[src/rtl/adv_ddr_rx_pkg.sv]
// Shared definitions for the ADV7511-style DDR video path: lock FSM encoding,
// default measurement widths and a small saturating-increment helper.
package adv_ddr_rx_pkg;

   typedef enum logic [1:0] {
      StUnlocked = 2'd0,
      StCheck    = 2'd1,
      StLocked   = 2'd2
   } lock_state_e;

   localparam int unsigned DefHW = 12;
   localparam int unsigned DefVW = 11;

   function automatic logic [7:0] sat_inc8(input logic [7:0] val);
      return (val == 8'hFF) ? val : val + 8'd1;
   endfunction

endpackage

[src/rtl/adv_ddr_rx_measure.sv]
// Active-area measurement: pixels per line, lines per frame, line-consistency
// flag, and the geometry latched at each vsync edge once a full frame was seen.
module adv_ddr_rx_measure
   import adv_ddr_rx_pkg::*;
#(
   parameter int unsigned H_W = DefHW,
   parameter int unsigned V_W = DefVW
) (
   input  logic           clk_i,
   input  logic           rst_i,
   input  logic           pix_valid_i,
   input  logic           de_i,
   input  logic           vs_edge_i,
   output logic           frame_edge_o,
   output logic [H_W-1:0] meas_h_o,
   output logic [V_W-1:0] meas_v_o,
   output logic           frame_bad_o,
   output logic [H_W-1:0] h_active_o,
   output logic [V_W-1:0] v_active_o
);

   logic [H_W-1:0] h_cnt_q, h_cnt_d, first_w_q, first_w_d, h_active_q, h_active_d;
   logic [V_W-1:0] v_cnt_q, v_cnt_d, v_active_q, v_active_d;
   logic           de_prev_q, de_prev_d, frame_bad_q, frame_bad_d, started_q, started_d;
   logic           de_fall;

   always_comb begin
      h_cnt_d     = h_cnt_q;
      first_w_d   = first_w_q;
      h_active_d  = h_active_q;
      v_cnt_d     = v_cnt_q;
      v_active_d  = v_active_q;
      frame_bad_d = frame_bad_q;
      started_d   = started_q;
      de_prev_d   = de_i;
      de_fall     = de_prev_q & ~de_i;

      if (pix_valid_i && h_cnt_q != '1) h_cnt_d = h_cnt_q + H_W'(1);
      if (de_fall) begin
         h_cnt_d = '0;
         if (v_cnt_q == '0) first_w_d = h_cnt_q;
         else if (h_cnt_q != first_w_q) frame_bad_d = 1'b1;
         if (v_cnt_q != '1) v_cnt_d = v_cnt_q + V_W'(1);
      end

      // Nothing is accumulated until a vsync edge has marked a frame start.
      if (!started_q) begin
         h_cnt_d     = '0;
         v_cnt_d     = '0;
         first_w_d   = '0;
         frame_bad_d = 1'b0;
      end

      if (vs_edge_i) begin
         if (started_q) begin
            h_active_d = first_w_q;
            v_active_d = v_cnt_q;
         end
         started_d   = 1'b1;
         h_cnt_d     = '0;
         v_cnt_d     = '0;
         first_w_d   = '0;
         frame_bad_d = 1'b0;
      end
   end

   always_ff @(posedge clk_i or posedge rst_i) begin
      if (rst_i) begin
         h_cnt_q     <= '0;
         first_w_q   <= '0;
         h_active_q  <= '0;
         v_cnt_q     <= '0;
         v_active_q  <= '0;
         de_prev_q   <= 1'b0;
         frame_bad_q <= 1'b0;
         started_q   <= 1'b0;
      end else begin
         h_cnt_q     <= h_cnt_d;
         first_w_q   <= first_w_d;
         h_active_q  <= h_active_d;
         v_cnt_q     <= v_cnt_d;
         v_active_q  <= v_active_d;
         de_prev_q   <= de_prev_d;
         frame_bad_q <= frame_bad_d;
         started_q   <= started_d;
      end
   end

   assign frame_edge_o = vs_edge_i & started_q;
   assign meas_h_o     = first_w_q;
   assign meas_v_o     = v_cnt_q;
   assign frame_bad_o  = frame_bad_q;
   assign h_active_o   = h_active_q;
   assign v_active_o   = v_active_q;

endmodule

[src/rtl/adv_ddr_rx.sv]
// DDR video receiver: double-registers the 12-bit DDR bus, pairs half-words into
// 24-bpp pixels, checks the forwarded clock phase and tracks frame-geometry lock.
module adv_ddr_rx
   import adv_ddr_rx_pkg::*;
#(
   parameter int unsigned LOCK_FRAMES = 3,
   parameter int unsigned H_W         = DefHW,
   parameter int unsigned V_W         = DefVW
) (
   input  logic           clk_in,
   input  logic           reset,
   input  logic           clk_pixel,
   input  logic           de_in,
   input  logic           hsync,
   input  logic           vsync,
   input  logic [11:0]    data,
   output logic [23:0]    pixel_out,
   output logic           pixel_valid,
   output logic           de_out,
   output logic           hsync_out,
   output logic           vsync_out,
   output logic [H_W-1:0] h_active,
   output logic [V_W-1:0] v_active,
   output logic           locked,
   output logic           phase_err,
   output logic [7:0]     err_count
);

   localparam int unsigned CntW = $clog2(LOCK_FRAMES + 1);

   // Input word layout: {clk_pixel, de, hsync, vsync, data[11:0]}.
   logic [15:0] in_s1_q, in_s1_d, in_s2_q, in_s2_d;
   logic [2:0]  vld_q, vld_d;
   logic        clk_prev_q, clk_prev_d, vs_prev_q, vs_prev_d;
   logic        have_low_q, have_low_d, de_lo_q, de_lo_d;
   logic [11:0] low_q, low_d;
   logic [23:0] pixel_q, pixel_d;
   logic        pix_valid_q, pix_valid_d, de_out_q, de_out_d, hs_out_q, hs_out_d;
   logic        vs_out_q, vs_out_d, phase_err_q, phase_err_d;
   logic        s2_clk, phase_hit, vs_edge;

   lock_state_e    state_q, state_d;
   logic [H_W-1:0] ref_h_q, ref_h_d, meas_h;
   logic [V_W-1:0] ref_v_q, ref_v_d, meas_v;
   logic [CntW-1:0] cnt_q, cnt_d;
   logic [7:0]     err_q, err_d;
   logic           locked_q, locked_d, frame_edge, frame_bad, geom_ok;

   assign s2_clk    = in_s2_q[15];
   // vld_q[1]: s2 holds a real sample; vld_q[2]: clk_prev_q does too.
   assign phase_hit = vld_q[1] & vld_q[2] & (s2_clk == clk_prev_q);
   assign vs_edge   = vld_q[1] & in_s2_q[12] & ~vs_prev_q;

   always_comb begin
      in_s1_d     = {clk_pixel, de_in, hsync, vsync, data};
      in_s2_d     = in_s1_q;
      vld_d       = {vld_q[1:0], 1'b1};
      clk_prev_d  = s2_clk;
      vs_prev_d   = in_s2_q[12];
      have_low_d  = have_low_q;
      low_d       = low_q;
      de_lo_d     = de_lo_q;
      pixel_d     = pixel_q;
      de_out_d    = de_out_q;
      hs_out_d    = hs_out_q;
      vs_out_d    = vs_out_q;
      pix_valid_d = 1'b0;
      phase_err_d = phase_hit;

      if (vld_q[1]) begin
         if (phase_hit) begin
            have_low_d = 1'b0;
         end else if (s2_clk) begin
            low_d      = in_s2_q[11:0];
            de_lo_d    = in_s2_q[14];
            have_low_d = 1'b1;
         end else if (have_low_q) begin
            pixel_d     = {in_s2_q[11:0], low_q};
            de_out_d    = de_lo_q;
            hs_out_d    = in_s2_q[13];
            vs_out_d    = in_s2_q[12];
            pix_valid_d = de_lo_q;
            have_low_d  = 1'b0;
         end
      end
   end

   always_ff @(posedge clk_in or posedge reset) begin
      if (reset) begin
         in_s1_q     <= '0;
         in_s2_q     <= '0;
         vld_q       <= '0;
         clk_prev_q  <= 1'b0;
         vs_prev_q   <= 1'b0;
         have_low_q  <= 1'b0;
         low_q       <= '0;
         de_lo_q     <= 1'b0;
         pixel_q     <= '0;
         pix_valid_q <= 1'b0;
         de_out_q    <= 1'b0;
         hs_out_q    <= 1'b0;
         vs_out_q    <= 1'b0;
         phase_err_q <= 1'b0;
      end else begin
         in_s1_q     <= in_s1_d;
         in_s2_q     <= in_s2_d;
         vld_q       <= vld_d;
         clk_prev_q  <= clk_prev_d;
         vs_prev_q   <= vs_prev_d;
         have_low_q  <= have_low_d;
         low_q       <= low_d;
         de_lo_q     <= de_lo_d;
         pixel_q     <= pixel_d;
         pix_valid_q <= pix_valid_d;
         de_out_q    <= de_out_d;
         hs_out_q    <= hs_out_d;
         vs_out_q    <= vs_out_d;
         phase_err_q <= phase_err_d;
      end
   end

   adv_ddr_rx_measure #(
      .H_W(H_W),
      .V_W(V_W)
   ) u_measure (
      .clk_i       (clk_in),
      .rst_i       (reset),
      .pix_valid_i (pix_valid_q),
      .de_i        (de_out_q),
      .vs_edge_i   (vs_edge),
      .frame_edge_o(frame_edge),
      .meas_h_o    (meas_h),
      .meas_v_o    (meas_v),
      .frame_bad_o (frame_bad),
      .h_active_o  (h_active),
      .v_active_o  (v_active)
   );

   always_comb begin
      state_d = state_q;
      ref_h_d = ref_h_q;
      ref_v_d = ref_v_q;
      cnt_d   = cnt_q;
      err_d   = err_q;
      geom_ok = !frame_bad && (meas_h == ref_h_q) && (meas_v == ref_v_q);

      unique case (state_q)
         StUnlocked: begin
            if (frame_edge) begin
               ref_h_d = meas_h;
               ref_v_d = meas_v;
               cnt_d   = CntW'(1);
               state_d = (LOCK_FRAMES <= 1) ? StLocked : StCheck;
            end
         end
         StCheck: begin
            if (frame_edge) begin
               if (geom_ok) begin
                  cnt_d = cnt_q + CntW'(1);
                  if (cnt_d == CntW'(LOCK_FRAMES)) state_d = StLocked;
               end else begin
                  ref_h_d = meas_h;
                  ref_v_d = meas_v;
                  cnt_d   = CntW'(1);
               end
            end
         end
         StLocked: begin
            // A coincident phase error and bad frame count as a single loss.
            if (phase_hit || (frame_edge && !geom_ok)) begin
               state_d = StUnlocked;
               cnt_d   = '0;
               err_d   = sat_inc8(err_q);
            end
         end
         default: state_d = StUnlocked;
      endcase

      locked_d = (state_d == StLocked);
   end

   always_ff @(posedge clk_in or posedge reset) begin
      if (reset) begin
         state_q  <= StUnlocked;
         ref_h_q  <= '0;
         ref_v_q  <= '0;
         cnt_q    <= '0;
         err_q    <= '0;
         locked_q <= 1'b0;
      end else begin
         state_q  <= state_d;
         ref_h_q  <= ref_h_d;
         ref_v_q  <= ref_v_d;
         cnt_q    <= cnt_d;
         err_q    <= err_d;
         locked_q <= locked_d;
      end
   end

   assign pixel_out   = pixel_q;
   assign pixel_valid = pix_valid_q;
   assign de_out      = de_out_q;
   assign hsync_out   = hs_out_q;
   assign vsync_out   = vs_out_q;
   assign phase_err   = phase_err_q;
   assign locked      = locked_q;
   assign err_count   = err_q;

endmodule

[config.mk]
export PLATFORM = sky130hd
export DESIGN_NAME = adv_ddr_rx
export DESIGN_NICKNAME = d
export VERILOG_FILES = /design/src/rtl/adv_ddr_rx_pkg.sv /design/src/rtl/adv_ddr_rx_measure.sv /design/src/rtl/adv_ddr_rx.sv
export SDC_FILE = /design/constraint.sdc
export NUM_CORES = 1
export LEC_CHECK = 0
export CORE_MARGIN = 5
export CORE_UTILIZATION = 55
export CTS_BUF_LIST = sky130_fd_sc_hd__clkbuf_16
export CTS_CLUSTER_DIAMETER = 60
export DETAILED_ROUTE_END_ITERATION = 8
export HOLD_SLACK_MARGIN = 0.15
export PLACE_DENSITY_LB_ADDON = 0.1
export SLEW_MARGIN = 20
export SYNTH_ARGS = -nofsm -noshare
export SYNTH_HDL_FRONTEND = slang
export SYNTH_SLANG_ARGS = --single-unit
[constraint.sdc]
create_clock -name clk_in -period 11.2 [get_ports clk_in]
set_input_delay 1.68 -clock clk_in [delete_from_list [all_inputs] [get_ports clk_in]]
set_output_delay 1.68 -clock clk_in [all_outputs]
set_load 0.02 [all_outputs]
# == Yosys cells after proc, flatten, opt, wreduce, memory -nomap -nowiden ==
# Index checks and enable logic that the tools add are counted.
# totals
reg_bits,177
in_bits,18
elab_cells,126
# op_classes
add_sub_neg,4
n_eq_ne,21
n_mux,42
bitwise_logic,11
reduce_logical,20
# op_table
op,count
12-bit 2-to-1 mux,11
11-bit 2-to-1 mux,7
12-bit one-hot mux with 2 select lines,1
11-bit one-hot mux with 2 select lines,1
2-bit 2-to-1 mux,9
"3-bit by 2-bit != test with 1-bit output, second input constant",5
"12-bit by 1-bit adder with 12-bit output, second input constant",1
12-bit equality test,1
12-bit != test,1
"12-bit != test, second input constant",1
2-bit one-hot mux with 3 select lines,2
4-bit AND reduction,3
"11-bit by 1-bit adder with 11-bit output, second input constant",1
11-bit equality test,1
11-bit zero test,1
1-bit 2-to-1 mux,11
"11-bit != test, second input constant",1
3-bit AND reduction,3
"8-bit by 1-bit adder with 8-bit output, second input constant",1
"8-bit equality test, second input constant",1
"2-bit != test, second input constant",4
1-bit bitwise AND,6
"2-bit equality test, second input constant",3
2-bit AND reduction,3
other kinds (11),19

# == Depth between registers and ports, before layout ==
# logic_depth
ltp_word,9
mapped_depth,8
depth_no_buf,7

# == By module ==
# Synthesis repeated with hierarchy kept, for this count alone.
# hier_totals
hier_cells,528
area_unflattened_um2,7290.7
# modules_own_cells
module,n_inst,cells_per_inst,area_per_inst_um2
adv_ddr_rx,1,281,4433.0
adv_ddr_rx_measure,1,247,2857.7

# == Worst setup path after synthesis ==
# No wires, ideal clock.
# synth_path
kind,register to output
from,"register err_q[0], in the netlist err_count[0]"
to,output port err_count[0]
t_arrival_ps,495
required_time_ps,9520
slack_ps,9025
stages_incl_launch_ff,1
path_cell_list,dfrtp_1
# synth_lines
element,line,text
"start, declared",adv_ddr_rx.sv:46,"logic [7:0] err_q, err_d;"
"start signal, assigned",adv_ddr_rx.sv:195,err_q <= err_d;
"end, declared",adv_ddr_rx.sv:26,output logic [7:0] err_count
# No word-level cell between the ends.

==> flow_summary.json <==
{
  "syn_inst": 591,
  "syn_area_sq_mm": 0.007336,
  "grt_use_met3": 0.05842,
  "seq_area_frac_synth": 0.6038,
  "clockPowerShare": 0.337,
  "grt_pass1_vias": 4758,
  "synth-seq-cells": 177,
  "crit_fanout": 103,
  "tightest_slew_ns": 0.9379,
  "cp.arrival_ns": 3.75,
  "hpwl_um": 9066,
  "h-tree-depth": 4,
  "holdCritPathClass": "flip-flop to flip-flop",
  "fin_area_sq_mm": 0.008787,
  "tns_ns": 0,
  "synth-async-reset-ratio": 1.000,
  "required_ns": 11.63,
  "yosysUniqueCellTypes": 49,
  "final_nets": 694,
  "first_pass_iters": 4,
  "grt_first_pass_wirelength_um": 23750,
  "vias": 4520,
  "grt_overflow_total": 0,
  "power_density_mw_per_mm2": 190.9,
  "avgViaCountPerCell": 5.280,
  "antenna_found_initial": 0,
  "use_met1": 0.2491,
  "p_sw_mw": 0.5109,
  "drt_iter0_markers": 310,
  "drcViolationCount": 0,
  "postCtsSetupBuffers": 0,
  "skew_ns": 0.007547,
  "swShare": 0.3045,
  "busiest_layer": "met2",
  "power_frac_comb": 0.209,
  "diodes": 0,
  "rows": 42,
  "final-setup-viol-count": 0,
  "ir_drop_uv": 126.6,
  "ys.flop_type": "dfrtp_1",
  "synth_nets": 618,
  "status": "completed",
  "cts-buffers-inserted": 17,
  "clkSlewWorstSetupHoldPaths_ns": 0.07,
  "routed_wl_um": 13790,
  "cp-end-kind": "asynchronous set/reset pin",
  "fin_crit_sh": 0.2968,
  "layout-drive-gt1-share": 0.1618,
  "fillCellCount": 1007,
  "cts_hold_buf": 0,
  "clock.fmax_ghz": 0.3009,
  "slew_viol_final": 0,
  "ctsResizeCount": 0,
  "start_util": 0.5584,
  "dieArea_sq_mm": 0.01575,
  "area_growth_pct": 19.79,
  "io_pins": 79,
  "hold_viol": 0,
  "yosys_warnings": 0,
  "grt_max_degree": 104,
  "clockRootBuffer": "clkbuf_16",
  "period_needed_ns": 3.324,
  "drv_cap": 0,
  "ant_nets": 0,
  "synth_area_leader_cell": "dfrtp_1",
  "coreArea_sq_mm": 0.01314,
  "met2_usage": 0.2964,
  "postPlaceCellArea_sq_mm": 0.008224,
  "gp_congestion": 0.8760,
  "clockBufferDepth": 2,
  "synth.avg_cell_area_sq_um": 12.41,
  "clk_latency_ns": 0.43,
  "cts.sinks": 177,
  "die_y_um": 125.5,
  "yosysTopAreaCellShare": 0.6038,
  "wire_per_inst_um": 16.11,
  "p_int_mw": 1.167,
  "io_buffer_count": 78,
  "synth.area.top_cells": "dfrtp_1, mux2_2, xor2_1, nand2_1, mux2_4",
  "rsz0062_at_grt": "false",
  "critical_path_class": "input port to asynchronous set/reset pin",
  "leakage_nw": 4.340,
  "tritoncts": "yes",
  "synth-edff-count": 0,
  "p_seq_frac": 0.454,
  "fp.dieW_um": 125.5,
  "relSlewSlack": 0.3747,
  "track_usage": 0.1869,
  "cp-start-kind": "input port"
}
## layer usage
| metal | vias up | routed length, um |
|---|---|---|
| li1 | 2141 | - |
| met1 | 2272 | 6428 |
| met2 | 92 | 6554 |
| met3 | 15 | 603 |
| met4 | 0 | 200 |
| met5 | - | 0 |
## sequential cells by signal, indices dropped and copies added (netlist names), 2 cells and up
signal / count
in_s1_q: 16
state_q: 2
u_measure.meas_h_o: 12
u_measure.meas_v_o: 11
u_measure.v_active_o: 11
cnt_q: 2
pixel_out: 24
vld_q: 3
u_measure.h_cnt_q: 12
in_s2_q: 16
err_count: 8
ref_v_q: 11
low_q: 12
ref_h_q: 12
u_measure.h_active_o: 12
## power groups by stage
stage	sequential [mW]	combinational, mW	clock, mW
5_1_grt	0.770	0.380	0.610
3_3_place_gp	0.769	0.345	0
3_5_place_dp	0.772	0.352	0
6_report	0.761	0.350	0.566
4_1_cts	0.761	0.355	0.581
2_1_floorplan	0.804	0.184	0
## worst max-delay path, stage by stage
cell and delay [ns]:
clkdlybuf4s50_1 0.47, inv_6 0.65, buf_4 0.86
## path summary, 6_finish.rpt
path	startpoint	endpoint	slack [ns]	cells past startpoint
setup reg to reg	u_measure.meas_v_o[2]	ref_h_q[7]	8.75	7
hold / removal	in_s1_q[2]	in_s2_q[2]	0.35	0
max in group clk_in	err_count[0]	err_count[0]	8.00	1
setup / recovery	reset	u_measure.meas_v_o[7]	7.88	3
hold reg to reg	in_s1_q[2]	in_s2_q[2]	0.35	0
min in group asynchronous	reset	pixel_out[9]	1.82	2
## placed cells by master (no fill, tap or decap), types with 2 or more instances in the layout
| cell type | synthesis | layout |
|---|---|---|
| o21ai_0 | 11 | 11 |
| ha_1 | 9 | 9 |
| a21o_1 | 3 | 3 |
| nor3_1 | 5 | 5 |
| nand4_1 | 13 | 13 |
| inv_8 | 0 | 7 |
| nor4_1 | 8 | 8 |
| or3_1 | 3 | 3 |
| clkinvlp_4 | 0 | 2 |
| buf_4 | 1 | 5 |
| xor2_1 | 45 | 45 |
| nor2_1 | 42 | 42 |
| a2111oi_0 | 2 | 2 |
| dfrtp_1 | 177 | 177 |
| a21oi_1 | 8 | 7 |
| nand2_1 | 87 | 87 |
| nand3_1 | 12 | 12 |
| clkbuf_16 | 0 | 17 |
| and4_1 | 3 | 3 |
| inv_6 | 0 | 4 |
| mux2i_1 | 12 | 12 |
| or2_2 | 3 | 3 |
| nor4_2 | 3 | 3 |
| mux2_2 | 42 | 42 |
| clkdlybuf4s50_1 | 0 | 78 |
| mux2_4 | 20 | 20 |
| inv_1 | 14 | 13 |
| and3_1 | 4 | 4 |
| xnor2_1 | 15 | 15 |
| nor2b_1 | 5 | 5 |
## metrics by stage
stage / setup slack, ns / std cells / hold WS (ns) / total power, mW / util
6_report: 7.876 / 856 / 0.3491 / 1.678 / 0.6689
5_1_grt: 7.509 / 856 / 0.3555 / 1.760 / 0.6689
4_1_cts: 7.795 / 856 / 0.3504 / 1.697 / 0.6689
3_5_place_dp: 7.321 / 824 / 0.3347 / 1.124 / 0.6260
3_3_place_gp: 7.390 / 824 / 0.3316 / 1.114 / 0.6260
2_1_floorplan: 4.718 / 591 / 0.3312 / 0.9874 / -
## cells in the mapped netlist (2+ instances only)
library cell / instances
nor4_2: 3
a21o_1: 3
nor4_1: 8
mux2_2: 42
inv_1: 14
buf_6: 2
nor3_1: 5
xor2_1: 45
mux2_4: 20
mux2i_1: 12
a2111oi_0: 2
or3_1: 3
buf_2: 7
xnor2_1: 15
nand3_1: 12
nor2b_1: 5
or2_2: 3
dfrtp_1: 177
ha_1: 9
and3_1: 4
o21ai_0: 11
clkbuf_1: 13
nor2_1: 42
buf_12: 2
and4_1: 3
nand4_1: 13
a21oi_1: 8
nand2_1: 87
## cell families after synthesis
kind of cell,share of synthesized area
buffers and inverters,0.02882
adders and majority gates,0.01535
and+or+nand+nor,0.1252
muxes,0.1218
AOI/OAI and AO/OA,0.03292
DFF,0.6038
xor gates and xnor gates,0.07164
other,0.0005112
## area by class of cell
type	instances	area, sq um	share of cell area
clock buffers	17	425.4	0.04841
clock inverters	15	137.6	0.01566
inverters	14	57.56	0.006550
multi-input cells	374	2699	0.3071
flip-flops and latches	177	4429	0.5041
well taps	176	220.2	0.02506
repair buffers	83	818.3	0.09312
(Power assumes the default switching activity.)
==> RTL edit (same settings) <==
Change the package constant `DefHW` from 12 to 24.
--- a/src/rtl/adv_ddr_rx_pkg.sv
+++ b/src/rtl/adv_ddr_rx_pkg.sv
@@ -8,7 +8,7 @@
       StLocked   = 2'd2
    } lock_state_e;
 
-   localparam int unsigned DefHW = 12;
+   localparam int unsigned DefHW = 24;
    localparam int unsigned DefVW = 11;
 
    function automatic logic [7:0] sat_inc8(input logic [7:0] val);
Ports: changed (resized h_active); port bits go from 79 to 91. The function was not compared with the original's and may differ.
==> RTL edit against the unedited design <==
Cell area grew 29%. Total power grew 23%. Sequential cell count grew 48. Area after synthesis grew 30%. Global-route usage grew 1.1 points. Setup slack gained 0.017 ns. Sequential share of layout area shrank 0.61 points. Routed wire length grew 39%. Critical endpoint is now ref_h_q[14]. Largest cell class unchanged.
==> RTL edit: results (changes against the unedited design) <==
Outcome
Result of the run: finished clean (unchanged).

Detailed routing
The wire length on met2 was 9730 um (was 6550 um). The number of DRC violations after detailed-routing iteration 0 came to 294 (was 310). The detailed-routing wirelength on met1 was 8330 um (was 6430 um). The routed length on met3 came to 803 um (was 603 um).

STA
The tightest hold margin is 0.343 ns (was 0.349 ns).

Worst setup path
The critical path startpoint category is a flip-flop (was input port). The endpoint of the worst setup timing path is ref_h_q[14] (was u_measure.meas_v_o[7]). The arrival time reported for the critical path endpoint is 3.69 ns (was 3.75 ns).

Final layout
The ratio of cells with drive above 1 in the final layout was 13.5% (was 16.2%).

Clock tree
The number of levels in the clock H-tree is 1 (was 4). The deepest clock path buffer count is 3 (was 2). The number of buffers inserted during clock tree synthesis is 23 (was 17). The source-to-sink clock delay at the later pin of the worst-skew pair is 0.50 ns (was 0.43 ns).

Pwr
The internal power is 1.52 mW (was 1.17 mW).

Synthesis
The distinct cell type count of the synthesized netlist is 50 (was 49). The adder-cell share of the synthesized area is 1.18% (was 1.54%). Ranking of synthesized cells by instance count: sky130_fd_sc_hd__dfrtp_1, sky130_fd_sc_hd__nand2_1, sky130_fd_sc_hd__mux2_2 (was sky130_fd_sc_hd__dfrtp_1, sky130_fd_sc_hd__nand2_1, sky130_fd_sc_hd__xor2_1).

Cell types with the largest area share after synthesis: sky130_fd_sc_hd__dfrtp_1, sky130_fd_sc_hd__mux2_2, sky130_fd_sc_hd__xor2_1, sky130_fd_sc_hd__nand2_1, sky130_fd_sc_hd__mux2i_1 (was sky130_fd_sc_hd__dfrtp_1, sky130_fd_sc_hd__mux2_2, sky130_fd_sc_hd__xor2_1, sky130_fd_sc_hd__nand2_1, sky130_fd_sc_hd__mux2_4).

Placed design
The sum of net half-perimeters after detailed placement is 13100 um (was 9070 um). The final weighted congestion in routability-driven placement was 0.800 (was 0.876). The setup slack after placement is 7.20 ns (was 7.32 ns).

Global routing
The total routing resource utilization after global routing is 19.8% (was 18.7%). The global routing met2 resource utilization is 34.1% (was 29.6%). The global-route wire length before repair is 32500 um (was 23700 um).

Worst hold path
The startpoint of the lowest-slack hold path is in_s1_q[11] (was in_s1_q[2]).
RTL edit: changes by cell type in the layout (fill, tap and decap cells not counted), moves of 8 or more:
cell / before / now
sky130_fd_sc_hd__dfrtp_1: 177 / 225
sky130_fd_sc_hd__mux2_2: 42 / 74
sky130_fd_sc_hd__nand2_1: 87 / 118
sky130_fd_sc_hd__xor2_1: 45 / 71
sky130_fd_sc_hd__nor2_1: 42 / 66
sky130_fd_sc_hd__mux2_4: 20 / 0
sky130_fd_sc_hd__mux2i_1: 12 / 25
sky130_fd_sc_hd__clkdlybuf4s50_1: 78 / 90
sky130_fd_sc_hd__nand3_1: 12 / 24
sky130_fd_sc_hd__inv_1: 13 / 21
sky130_fd_sc_hd__xnor2_1: 15 / 23
RTL edit: layout make-up:
type	count	area, um2	area share (%)
Clock buffer	23	576	5.09
Clock inverter	18	188	1.66
Inverter	18	80.1	0.708
Multi-Input combinational cell	520	3590	31.8
Sequential cell	225	5630	49.8
Tap cell	225	282	2.49
Timing Repair Buffer	98	961	8.50
RTL edit: power by group through the flow:
stage / sequential [mW] / combinational, mW / clock [mW]
after floorplan: 0.984 / 0.199 / 0
final: 0.936 / 0.364 / 0.766
after detailed placement: 0.950 / 0.368 / 0
after global placement: 0.946 / 0.355 / 0
after CTS: 0.936 / 0.369 / 0.784
after global routing: 0.944 / 0.396 / 0.821
RTL edit: worst max-delay path: cells and delay by family, from the launching register on:
kind                      cells  cell delay [ns]
and+or+nand+nor               3             1.46
AOI/OAI and AO/OA             1             0.24
muxes                         1             0.40
buffers and inverters         1             0.39
xor gates and xnor gates      1             0.19
DFF                           1             0.46
RTL edit: per-stage QoR:
stage	instances	instance area (um2)
after floorplan	805	9510
after global placement	1086	10500
after detailed placement	1086	10500
after CTS	1127	11300
after global routing	1127	11300
final	1127	11300
